**config.mk**
```make
export PLATFORM = sky130hd
export DESIGN_NAME = ysyx_23060191_wbu
export DESIGN_NICKNAME = d
export VERILOG_FILES = /design/src/rtl/ysyx_23060191_wbu_pkg.sv /design/src/rtl/ysyx_23060191_retire_cnt.sv /design/src/rtl/ysyx_23060191_wbu.sv
export SDC_FILE = /design/constraint.sdc
export NUM_CORES = 1
export LEC_CHECK = 0
export CAP_MARGIN = 20
export CORE_MARGIN = 8
export CORE_UTILIZATION = 46
export CTS_BUF_LIST = sky130_fd_sc_hd__clkbuf_8
export DETAILED_ROUTE_END_ITERATION = 10
export PLACE_DENSITY_LB_ADDON = 0.12
export SLEW_MARGIN = 30
export SYNTH_ARGS = -nofsm -noshare
export SYNTH_HDL_FRONTEND = slang
export SYNTH_SLANG_ARGS = --single-unit
```
**constraint.sdc**
```tcl
create_clock -name clk -period 3 [get_ports clk]
set_input_delay 0.6 -clock clk [delete_from_list [all_inputs] [get_ports clk]]
set_output_delay 0.6 -clock clk [all_outputs]
set_load 0.01 [all_outputs]
```
**src/rtl/ysyx_23060191_wbu_pkg.sv**
```systemverilog
// Shared widths, FSM encoding and captured-packet layout for the write-back unit.
`timescale 1ns/1ps
package ysyx_23060191_wbu_pkg;

  localparam int unsigned CPU_WIDTH        = 32;
  localparam int unsigned REG_ADDR_WIDTH   = 5;
  localparam int unsigned WBU_STATE_WIDTH  = 2;
  localparam int unsigned RETIRE_CNT_WIDTH = 64;

  typedef enum logic [WBU_STATE_WIDTH-1:0] {
    WBU_IDLE   = 2'd0,
    WBU_WRITE  = 2'd1,
    WBU_COMMIT = 2'd2
  } wbu_state_e;

  typedef struct packed {
    logic [CPU_WIDTH-1:0]      res;
    logic [REG_ADDR_WIDTH-1:0] rd;
    logic                      rd_wen;
    logic [CPU_WIDTH-1:0]      pc;
    logic [CPU_WIDTH-1:0]      dnpc;
  } wbu_pkt_t;

  // x0 is hardwired to zero, so writes targeting it are dropped.
  function automatic logic rf_write_allowed(input wbu_pkt_t pkt);
    return pkt.rd_wen && (pkt.rd != '0);
  endfunction

endpackage

```
**src/rtl/ysyx_23060191_retire_cnt.sv**
```systemverilog
// 64-bit retired-instruction counter with synchronous reset.
// Only built when YSYX_23060191_WBU_TRACE_EN is defined.
`timescale 1ns/1ps
`ifdef YSYX_23060191_WBU_TRACE_EN
module ysyx_23060191_retire_cnt
  import ysyx_23060191_wbu_pkg::*;
(
  input  logic                        clk,
  input  logic                        rst,
  input  logic                        en,
  output logic [RETIRE_CNT_WIDTH-1:0] cnt
);

  logic [RETIRE_CNT_WIDTH-1:0] cnt_q;
  logic [RETIRE_CNT_WIDTH-1:0] cnt_d;

  always_comb begin
    cnt_d = cnt_q + RETIRE_CNT_WIDTH'(en);
  end

  always_ff @(posedge clk) begin
    if (rst) begin
      cnt_q <= '0;
    end else begin
      cnt_q <= cnt_d;
    end
  end

  assign cnt = cnt_q;

endmodule
`endif

```
**src/rtl/ysyx_23060191_wbu.sv**
```systemverilog
// Write-back unit: captures an EXU result, writes rd for one cycle, then offers dnpc to the IFU.
// YSYX_23060191_WBU_TRACE_EN adds commit_pc and retire_cnt outputs for difftest/trace.
`timescale 1ns/1ps
module ysyx_23060191_wbu
  import ysyx_23060191_wbu_pkg::*;
(
  input  logic                        clk,
  input  logic                        rst,
  input  logic                        exu_valid,
  output logic                        exu_ready,
  input  logic [CPU_WIDTH-1:0]        exu_res,
  input  logic [REG_ADDR_WIDTH-1:0]   exu_rd,
  input  logic                        exu_rd_wen,
  input  logic [CPU_WIDTH-1:0]        exu_pc,
  input  logic [CPU_WIDTH-1:0]        exu_dnpc,
  output logic                        rf_wen,
  output logic [REG_ADDR_WIDTH-1:0]   rf_waddr,
  output logic [CPU_WIDTH-1:0]        rf_wdata,
  output logic                        ifu_valid,
  input  logic                        ifu_ready,
  output logic [CPU_WIDTH-1:0]        ifu_dnpc
`ifdef YSYX_23060191_WBU_TRACE_EN
  ,
  output logic [CPU_WIDTH-1:0]        commit_pc,
  output logic [RETIRE_CNT_WIDTH-1:0] retire_cnt
`endif
);

  wbu_state_e                state_q, state_d;
  wbu_pkt_t                  cap_q, cap_d;
  logic                      rf_wen_q, rf_wen_d;
  logic [REG_ADDR_WIDTH-1:0] rf_waddr_q, rf_waddr_d;
  logic [CPU_WIDTH-1:0]      rf_wdata_q, rf_wdata_d;
  logic                      ifu_valid_q, ifu_valid_d;
  logic [CPU_WIDTH-1:0]      ifu_dnpc_q, ifu_dnpc_d;

  // Next state, capture, and output values decoded from the state being entered.
  always_comb begin
    state_d     = state_q;
    cap_d       = cap_q;
    rf_wen_d    = 1'b0;
    rf_waddr_d  = '0;
    rf_wdata_d  = '0;
    ifu_valid_d = 1'b0;
    ifu_dnpc_d  = ifu_dnpc_q;

    case (state_q)
      WBU_IDLE: begin
        if (exu_valid) begin
          cap_d.res    = exu_res;
          cap_d.rd     = exu_rd;
          cap_d.rd_wen = exu_rd_wen;
          cap_d.pc     = exu_pc;
          cap_d.dnpc   = exu_dnpc;
          state_d      = WBU_WRITE;
        end
      end
      WBU_WRITE: begin
        state_d = WBU_COMMIT;
      end
      WBU_COMMIT: begin
        if (ifu_ready) begin
          state_d = WBU_IDLE;
        end
      end
      default: begin
        state_d = WBU_IDLE;
      end
    endcase

    if (state_d == WBU_WRITE) begin
      rf_wen_d   = rf_write_allowed(cap_d);
      rf_waddr_d = cap_d.rd;
      rf_wdata_d = cap_d.res;
    end

    if (state_d == WBU_COMMIT) begin
      ifu_valid_d = 1'b1;
      ifu_dnpc_d  = cap_d.dnpc;
    end
  end

  always_ff @(posedge clk) begin
    if (rst) begin
      state_q     <= WBU_IDLE;
      cap_q       <= '0;
      rf_wen_q    <= 1'b0;
      rf_waddr_q  <= '0;
      rf_wdata_q  <= '0;
      ifu_valid_q <= 1'b0;
      ifu_dnpc_q  <= '0;
    end else begin
      state_q     <= state_d;
      cap_q       <= cap_d;
      rf_wen_q    <= rf_wen_d;
      rf_waddr_q  <= rf_waddr_d;
      rf_wdata_q  <= rf_wdata_d;
      ifu_valid_q <= ifu_valid_d;
      ifu_dnpc_q  <= ifu_dnpc_d;
    end
  end

  // Gated by rst so EXU sees the unit as busy for the whole reset pulse.
  assign exu_ready = (state_q == WBU_IDLE) && !rst;
  assign rf_wen    = rf_wen_q;
  assign rf_waddr  = rf_waddr_q;
  assign rf_wdata  = rf_wdata_q;
  assign ifu_valid = ifu_valid_q;
  assign ifu_dnpc  = ifu_dnpc_q;

`ifdef YSYX_23060191_WBU_TRACE_EN
  logic retire_en_c;

  assign retire_en_c = (state_q == WBU_COMMIT) && ifu_ready;
  assign commit_pc   = cap_q.pc;

  ysyx_23060191_retire_cnt u_retire_cnt (
    .clk (clk),
    .rst (rst),
    .en  (retire_en_c),
    .cnt (retire_cnt)
  );
`else
  // The captured pc only feeds the trace outputs.
  logic unused_pc_c;
  assign unused_pc_c = ^cap_q.pc;
`endif

endmodule
```
==> results of run 1 <==
==> cells by family after synthesis <==
kind of cell,Yosys count
buffers and inverters,50
AOI/OAI and AO/OA,97
DFF,105
muxes,1
and+or+nand+nor,206
==> per-stage QoR <==
stage	worst slack, ns	total power [mW]
CTS	0.617	2.90
global route	0.558	3.01
finish	0.641	2.87
detailed placement	0.668	2.05
floorplan	1.18	1.80
global placement	0.673	2.04
==> sequential cells by signal, indices dropped and copies added, names as in the netlist <==
name       count
cap_q         32
ifu_dnpc      32
ifu_valid      1
rf_waddr       5
rf_wdata      32
rf_wen         1
state_q        2
==> final cells by class <==
class / instances / area, um2 / share of cell area
multi-input combinational: 304 / 1680 / 0.299
clock inverter: 7 / 70.1 / 0.0124
tap: 108 / 135 / 0.0240
timing repair buffer: 152 / 1510 / 0.269
clock buffer: 9 / 124 / 0.0220
sequential: 105 / 2100 / 0.374
==> synth_stat cells, drive strengths merged <==
cell    count
a211oi     32
a21oi      32
a311oi     32
and2        1
and3       37
buf        26
clkbuf     24
dfxtp     105
mux2i       1
nand2     128
nor2        3
nor2b      32
nor3        1
nor3b       1
o311a       1
or2         1
or3         1
or3b        1
==> report_power, final <==
group          internal, mW  switching (mW)
sequential             1.47          0.0473
combinational         0.261           0.233
clock                 0.328           0.523
total                  2.06           0.803
==> worst max path at each step <==
| stage | slack, ns | cells past startpoint | end | startpoint |
|---|---|---|---|---|
| final | 0.64 | 2 | exu_ready | state_q[1] |
| after global routing | 0.56 | 2 | exu_ready | state_q[1] |
| after CTS | 0.62 | 2 | exu_ready | state_q[1] |
| after detailed placement | 0.67 | 4 | cap_q[13] | exu_valid |
| after global placement | 0.67 | 4 | cap_q[28] | exu_valid |
| after floorplan | 1.18 | 3 | exu_ready | rst |
==> critical path: stages (launching register included) <==
cell and delay [ns]:
dfxtp_2 0.34, nor3_2 0.42, clkdlybuf4s50_1 0.64
==> metal layers <==
metal | GRT usage | share of wire | vias to the layer above
met1 | 0.213 | 0.40 | 1733
li1 | - | - | 1799
met4 | 0.0656 | 0.021 | 0
met5 | 0 | 0 | -
met3 | 0.0973 | 0.11 | 19
met2 | 0.321 | 0.48 | 117
==> impl_metrics.tcl, run 1 <==
set metrics [dict create \
    cts_hold_buf 0 \
    globalRoute.totalOverflow 0 \
    synth.distinct_cells 22 \
    synth_compound_area_frac 0.171 \
    synth-simple-area-share 0.242 \
    num_rows 34 \
    io_buffers 145 \
    fin_cells 685 \
    grt_max_degree 70 \
    cap_violations 0 \
    place_area_um2 5430 \
    fmax_ghz 0.424 \
    routedWlPerCell_um 16.6 \
    ir_drop_mv 0.320 \
    cts_max_level 3 \
    slew_viol_final 0 \
    initial_core_util 0.468 \
    synth_top_area_share 0.521 \
    min_path_type "reg2reg" \
    finalSetupViolations 0 \
    cts-resized-gates 0 \
    reg2reg_to "ifu_dnpc[31]" \
    synthMuxAreaShare 0.00248 \
    cp_data_arrival_time_ns 1.76 \
    drt-initial-drc-count 148 \
    power_density_nw_per_um2 509 \
    area_delta_synth_final_pct 39.4 \
    yosys_register_bits 105 \
    drt-total-wl_mm 11.3 \
    coreArea_um2 8640 \
    power_leakage_nw 2.10 \
    cts_setup_buffers 0 \
    startpoint_type "flop" \
    required_ns 2.40 \
    clkTransAtPathRegs_ns 0.10 \
    yosysSeqAreaShare 0.521 \
    clk_latency_ns 0.36 \
    die_w_um 110 \
    ys_top_cells_by_area "dfxtp_1 (52%), nand2_1 (12%), a311oi_1 (6.9%), a211oi_1 (5.9%), and3_1 (5.7%)" \
    antenna_found_initial 0 \
    gp_congestion 0.700 \
    yosysTopAreaCell "dfxtp_1" \
    yosysWarnings 0 \
    fp.dieArea_um2 12000 \
    synthAdderAreaFrac 0 \
    hpwl_mm 7.65 \
    rsz0062_at_grt "no" \
    finalSetupTns_ns 0 \
    numCtsBuffers 9 \
    grt_usage 0.195 \
    die_h_um 110 \
    drive_gt1_frac 0.0537 \
    finalHoldViolCount 0 \
    worst_pin_slew_ns 0.758 \
    clockBufferDepth 2 \
    final.fill_count 761 \
    final_cell_mix "clkdlybuf4s50_1 (144), nand2_1 (128), dfxtp_1 (103)" \
    via_count 3668 \
    crit_type "reg2out" \
    fin_crit_ns 2.36 \
    reg2regPathDepth 4 \
    cts-root-buf "clkbuf_8" \
    io_pins 178 \
    fin_hold_ws_ns 0.475 \
    place_inst 669 \
    clock_sinks 105 \
    grt_pass1_wl_mm 18.6 \
    grt_pass1_vias 3848 \
    ff2ff_setup_slack_ns 0.81 \
    drcViolationCount 0 \
    final_common_cell "clkdlybuf4s50_1" \
    cts_tree "built" \
    syn_avg_cell_area_um2 8.80 \
    holdPathStages 2 \
    synth_cells 459 \
    hp-start "cap_q[4]" \
    stdcell_area_um2 5630 \
    yosys.area_share.xor_xnor 0 \
    synth_top_family_by_area "simple AND/OR/NAND/NOR gates" \
    dr.pass1.iters 4 \
    r2r-start "state_q[0]" \
    skew_ns 0.0103 \
    hold_end "cap_q[4]" \
    postRouteAntennaNets 0 \
    status "finished, final reports clean" \
    synth_nets 565 \
    cp-end-kind "output port" \
    nets 678 \
    postLayoutCoreUtil 0.652 \
    antennaDiodeCount 0 \
    netlist_area_um2 4040 \
    viasPerCell 5.35 \
    slew_headroom 0.495 \
    timing.final.crit_share 0.786 \
    crit_fanout 7 \
]
(Power assumes the default switching activity.)
==> run 2, diff against run 1 <==
Settings changed: CORE_UTILIZATION 46 to 39.
Clock period 3 ns to 2 ns, I/O delays scaled along.
==> run 2 against run 1 <==
Effect of this change: core utilization is 9.0 points lower; worst hold slack worse by 0.069 ns; first-iteration DRC count is 48% higher; global-route usage is 3.3 points lower; count of clock-buffer cells in the layout stayed put; die area is 15% higher; design area is 1.6% higher; largest power group unchanged.
==> impl_metrics.tcl, run 2 (same netlist as run 1, synthesis figures left out) <==
set metrics [dict create \
    status "finished, final reports clean" \
    cp_data_arrival_time_ns 1.99 \
    stdcell_area_um2 5720 \
    die_w_um 118 \
    r2r-start "state_q[1]" \
    power_leakage_nw 2.12 \
    num_rows 37 \
    antenna_found_initial 0 \
    grt_pass1_wl_mm 18.4 \
    cap_violations 0 \
    slew_viol_final 0 \
    hold_end "rf_wdata[30]" \
    dr.pass1.iters 4 \
    nets 682 \
    crit_type "in2reg" \
    antennaDiodeCount 0 \
    slew_headroom 0.521 \
    finalHoldViolCount 0 \
    slowest_delay_ns 0.60 \
    worst_pin_slew_ns 0.719 \
    p_int_mw 3.20 \
    use_met2 0.251 \
    viasPerCell 4.95 \
    grtUsageMet3 0.0820 \
    cts_hold_buf 0 \
    postRouteAntennaNets 0 \
    slowest_stage "or2_2" \
    drive_gt1_frac 0.0602 \
    finalSetupViolations 0 \
    clockBufferDepth 2 \
    fp.dieArea_um2 13900 \
    ff2ff_setup_slack_ns 0.42 \
    holdPathStages 3 \
    worst_slack_ns 0.277 \
    p_seq_frac 0.520 \
    sw_frac_of_total 0.270 \
    ir_drop_mv 0.418 \
    cp_cell_sequence "clkdlybuf4s50_1, or2_2, nand2_1, a311oi_1" \
    drcViolationCount 0 \
    hpwl_mm 7.48 \
    final_cell_mix "clkdlybuf4s50_1 (143), nand2_1 (128), dfxtp_1 (103)" \
    clkPwrFrac 0.309 \
    startpoint_type "input port" \
    power_density_nw_per_um2 768 \
    drt-initial-drc-count 219 \
    power_frac_comb 0.170 \
    min_path_type "in2reg" \
    switchingPower_mw 1.19 \
    hp-start "rst" \
    reg2regPathDepth 5 \
    timing.final.crit_share 0.862 \
    gp_congestion 0.704 \
    grt.busiest_layer "met2" \
    area_delta_synth_final_pct 41.6 \
    cts-root-buf "clkbuf_8" \
    initial_core_util 0.396 \
    final.fill_count 960 \
    cp-end-kind "flop" \
    grt_usage 0.162 \
    grt_pass1_vias 3526 \
    drt-total-wl_mm 11.3 \
    fin_crit_ns 1.72 \
    use_met1 0.190 \
    globalRoute.totalOverflow 0 \
    cts_max_level 3 \
    routedWlPerCell_um 15.8 \
    fmax_ghz 0.580 \
    reg2reg_to "cap_q[29]" \
    clock_sinks 105 \
    die_h_um 118 \
    numCtsBuffers 9 \
    required_ns 2.27 \
    rsz0062_at_grt "no" \
    io_pins 178 \
    via_count 3546 \
    coreArea_um2 10200 \
    cts_tree "built" \
    place_area_um2 5510 \
    clk_latency_ns 0.37 \
    skew_ns 0.0149 \
    clkTransAtPathRegs_ns 0.10 \
    dp_slack_ns -0.121 \
    final_common_cell "clkdlybuf4s50_1" \
    io_buffers 145 \
    grt_max_degree 67 \
    crit_fanout 32 \
]
-- run 2: per-stage QoR --
stage	hold slack, ns	total power [mW]	TNS [ns]	util	cells
2_1_floorplan	0.448	2.70	0	-	459
3_3_place_gp	0.455	3.07	-0.438	0.541	701
3_5_place_dp	0.463	3.09	-1.38	0.541	701
4_1_cts	0.394	4.44	0	0.561	717
5_1_grt	0.417	4.62	0	0.561	717
6_report	0.406	4.39	0	0.561	717
-- run 2: how the worst max path moves through the flow --
stage | from | to | slack, ns | cells after the start
2_1_floorplan | rst | exu_ready | 0.58 | 3
3_3_place_gp | ifu_ready | ifu_dnpc[18] | -0.02 | 4
3_5_place_dp | ifu_ready | ifu_dnpc[24] | -0.12 | 4
4_1_cts | state_q[0] | exu_ready | 0.23 | 2
5_1_grt | state_q[1] | exu_ready | 0.18 | 2
6_report | ifu_ready | ifu_dnpc[24] | 0.28 | 4
-- run 2: worst max-delay path, delay by kind of cell --
kind                   cells  cell delay, ns
AO/OA/AOI/OAI              1            0.32
buffers and inverters      1            0.53
AND/OR/NAND/NOR            2            0.73
-- run 2: layout make-up --
cell class | instances | area [um2] | area share
clock buffer | 9 | 124 | 0.0217
clock inverter | 7 | 77.6 | 0.0136
multi-input combinational | 304 | 1690 | 0.295
timing repair buffer | 156 | 1550 | 0.272
sequential | 105 | 2100 | 0.368
tap | 136 | 170 | 0.0298
-- run 2: routing by layer --
layer	up-vias	wire (um)
met5	-	0
met4	0	115
met3	9	1160
met2	106	5010
met1	1619	5020
li1	1812	-
-- run 2: what timing repair did --
item | in CTS | in global routing
endpoints found under the setup margin | 1 | 0
buffers inserted | 0 | 0
resized for setup | 2 | 0
-- run 2: power by group through the flow --
stage | combinational [mW] | clock (mW) | sequential, mW
floorplan | 0.347 | 0 | 2.36
global placement | 0.745 | 0 | 2.33
detailed placement | 0.757 | 0 | 2.33
CTS | 0.760 | 1.40 | 2.29
global route | 0.819 | 1.50 | 2.30
finish | 0.749 | 1.36 | 2.28
==> run 3, diff against run 2 <==
Clock period 2 ns to 1.5 ns, I/O delays scaled along.
==> run 3 against run 2 <==
Effect of this change: register-to-register slack got worse by 0.34 ns; power increased by 28%; first-iteration DRC count fell by 3.7%; design area shrank 0.18%; core utilization decreased by 0.098 points.
==> impl_metrics.tcl, run 3 (same netlist as run 1, synthesis figures left out) <==
set metrics [dict create \
    status "finished, final reports clean" \
    slew_headroom 0.533 \
    power_leakage_nw 2.47 \
    area_delta_synth_final_pct 41.4 \
    io_buffers 145 \
    fin_crit_ns 1.46 \
    cts_max_level 3 \
    via_count 3646 \
    use_met2 0.260 \
    cts_hold_buf 0 \
    use_met1 0.185 \
    dr.pass1.iters 4 \
    cp-end-kind "output port" \
    grt_pass1_wl_mm 18.6 \
    drt-total-wl_mm 11.2 \
    grt.busiest_layer "met2" \
    initial_core_util 0.396 \
    skew_ns 0.0114 \
    worst_slack_ns 0.0368 \
    hpwl_mm 7.74 \
    startpoint_type "flop" \
    final_common_cell "nand2_1" \
    globalRoute.totalOverflow 0 \
    cap_violations 0 \
    finalPower_mw 5.63 \
    routedWlPerCell_um 15.4 \
    clkTransAtPathRegs_ns 0.10 \
    postLayoutCoreUtil 0.560 \
    grtUsageMet3 0.0743 \
    gp_congestion 0.727 \
    cp_data_arrival_time_ns 1.16 \
    drt-initial-drc-count 211 \
    clock_sinks 105 \
    crit_fanout 5 \
    die_h_um 118 \
    numCtsBuffers 9 \
    clockBufferDepth 2 \
    viasPerCell 5.02 \
    cp_cell_sequence "nor3_4, buf_6, buf_6" \
    final.fill_count 953 \
    num_rows 37 \
    grt_usage 0.161 \
    grt_pass1_vias 3659 \
    cpMostUsedCell "buf_6" \
    antenna_found_initial 0 \
    grt_max_degree 67 \
    required_ns 1.20 \
    worst_pin_slew_ns 0.701 \
    slowest_delay_ns 0.38 \
    cts-root-buf "clkbuf_8" \
    fin_hold_ws_ns 0.420 \
    postRouteAntennaNets 0 \
    final_cell_mix "nand2_1 (128), dfxtp_1 (103), clkdlybuf4s50_1 (72)" \
    cts_tree "built" \
    fin_cells 726 \
    timing.final.crit_share 0.975 \
    crit_type "reg2out" \
    io_pins 178 \
    fp.dieArea_um2 13900 \
    fmax_ghz 0.683 \
    dp_slack_ns -0.254 \
    clk_latency_ns 0.36 \
    drive_gt1_frac 0.0763 \
    finalSetupViolations 0 \
    antennaDiodeCount 0 \
    die_w_um 118 \
    drcViolationCount 0 \
    slew_viol_final 0 \
    power_density_nw_per_um2 986 \
    ir_drop_mv 0.530 \
    slowest_stage "dfxtp_4" \
    min_path_type "in2reg" \
    nets 691 \
    place_inst 709 \
    coreArea_um2 10200 \
    finalHoldViolCount 0 \
]
## run 3: report_power, final
group          internal, mW  leakage (nW)  switching [mW]
clock                 0.620        0.0904            1.00
combinational         0.500          1.52           0.466
sequential             2.95         0.860          0.0925
## run 3: metrics by stage
| step | area [um2] | setup TNS [ns] |
|---|---|---|
| 2_1_floorplan | 4040 | 0 |
| 3_3_place_gp | 5580 | -10.41 |
| 3_5_place_dp | 5580 | -11.02 |
| 4_1_cts | 5670 | -0.00737 |
| 5_1_grt | 5710 | -0.0210 |
| 6_report | 5710 | 0 |
## run 3: final timing paths
check,from,endpoint,slack [ns],depth (start not counted)
worst max register to register,state_q[0],ifu_dnpc[21],0.08,5
worst max-delay path,state_q[0],exu_ready,0.04,3
worst min-delay path,rst,rf_wdata[30],0.42,4
worst min register to register,cap_q[3],cap_q[3],0.47,2
## run 3: critical path: cells and delay by family, from the launching register on
kind                   cells  cell delay [ns]
flip-flops                 1             0.38
buffers and inverters      2             0.24
AND/OR/NAND/NOR            1             0.19
## run 3: what timing repair did
action / in CTS / in global routing
buffers inserted: 0 / 1
resized for setup: 76 / 7
pin swaps: 1 / 0
endpoints found under the setup margin: 92 / 27
## run 3: cell type report
cell class,count,area (um2),area share
clock inverter,7,52.6,0.00921
tap,136,170,0.0298
timing repair buffer,165,1560,0.274
sequential,105,2110,0.369
clock buffer,9,124,0.0217
multi-input combinational,304,1690,0.296
## run 3: layer usage
layer | share of wire | routed length [um]
met1 | 0.42 | 4700
met5 | 0 | 0
met4 | 0.013 | 147
met3 | 0.097 | 1090
met2 | 0.47 | 5230
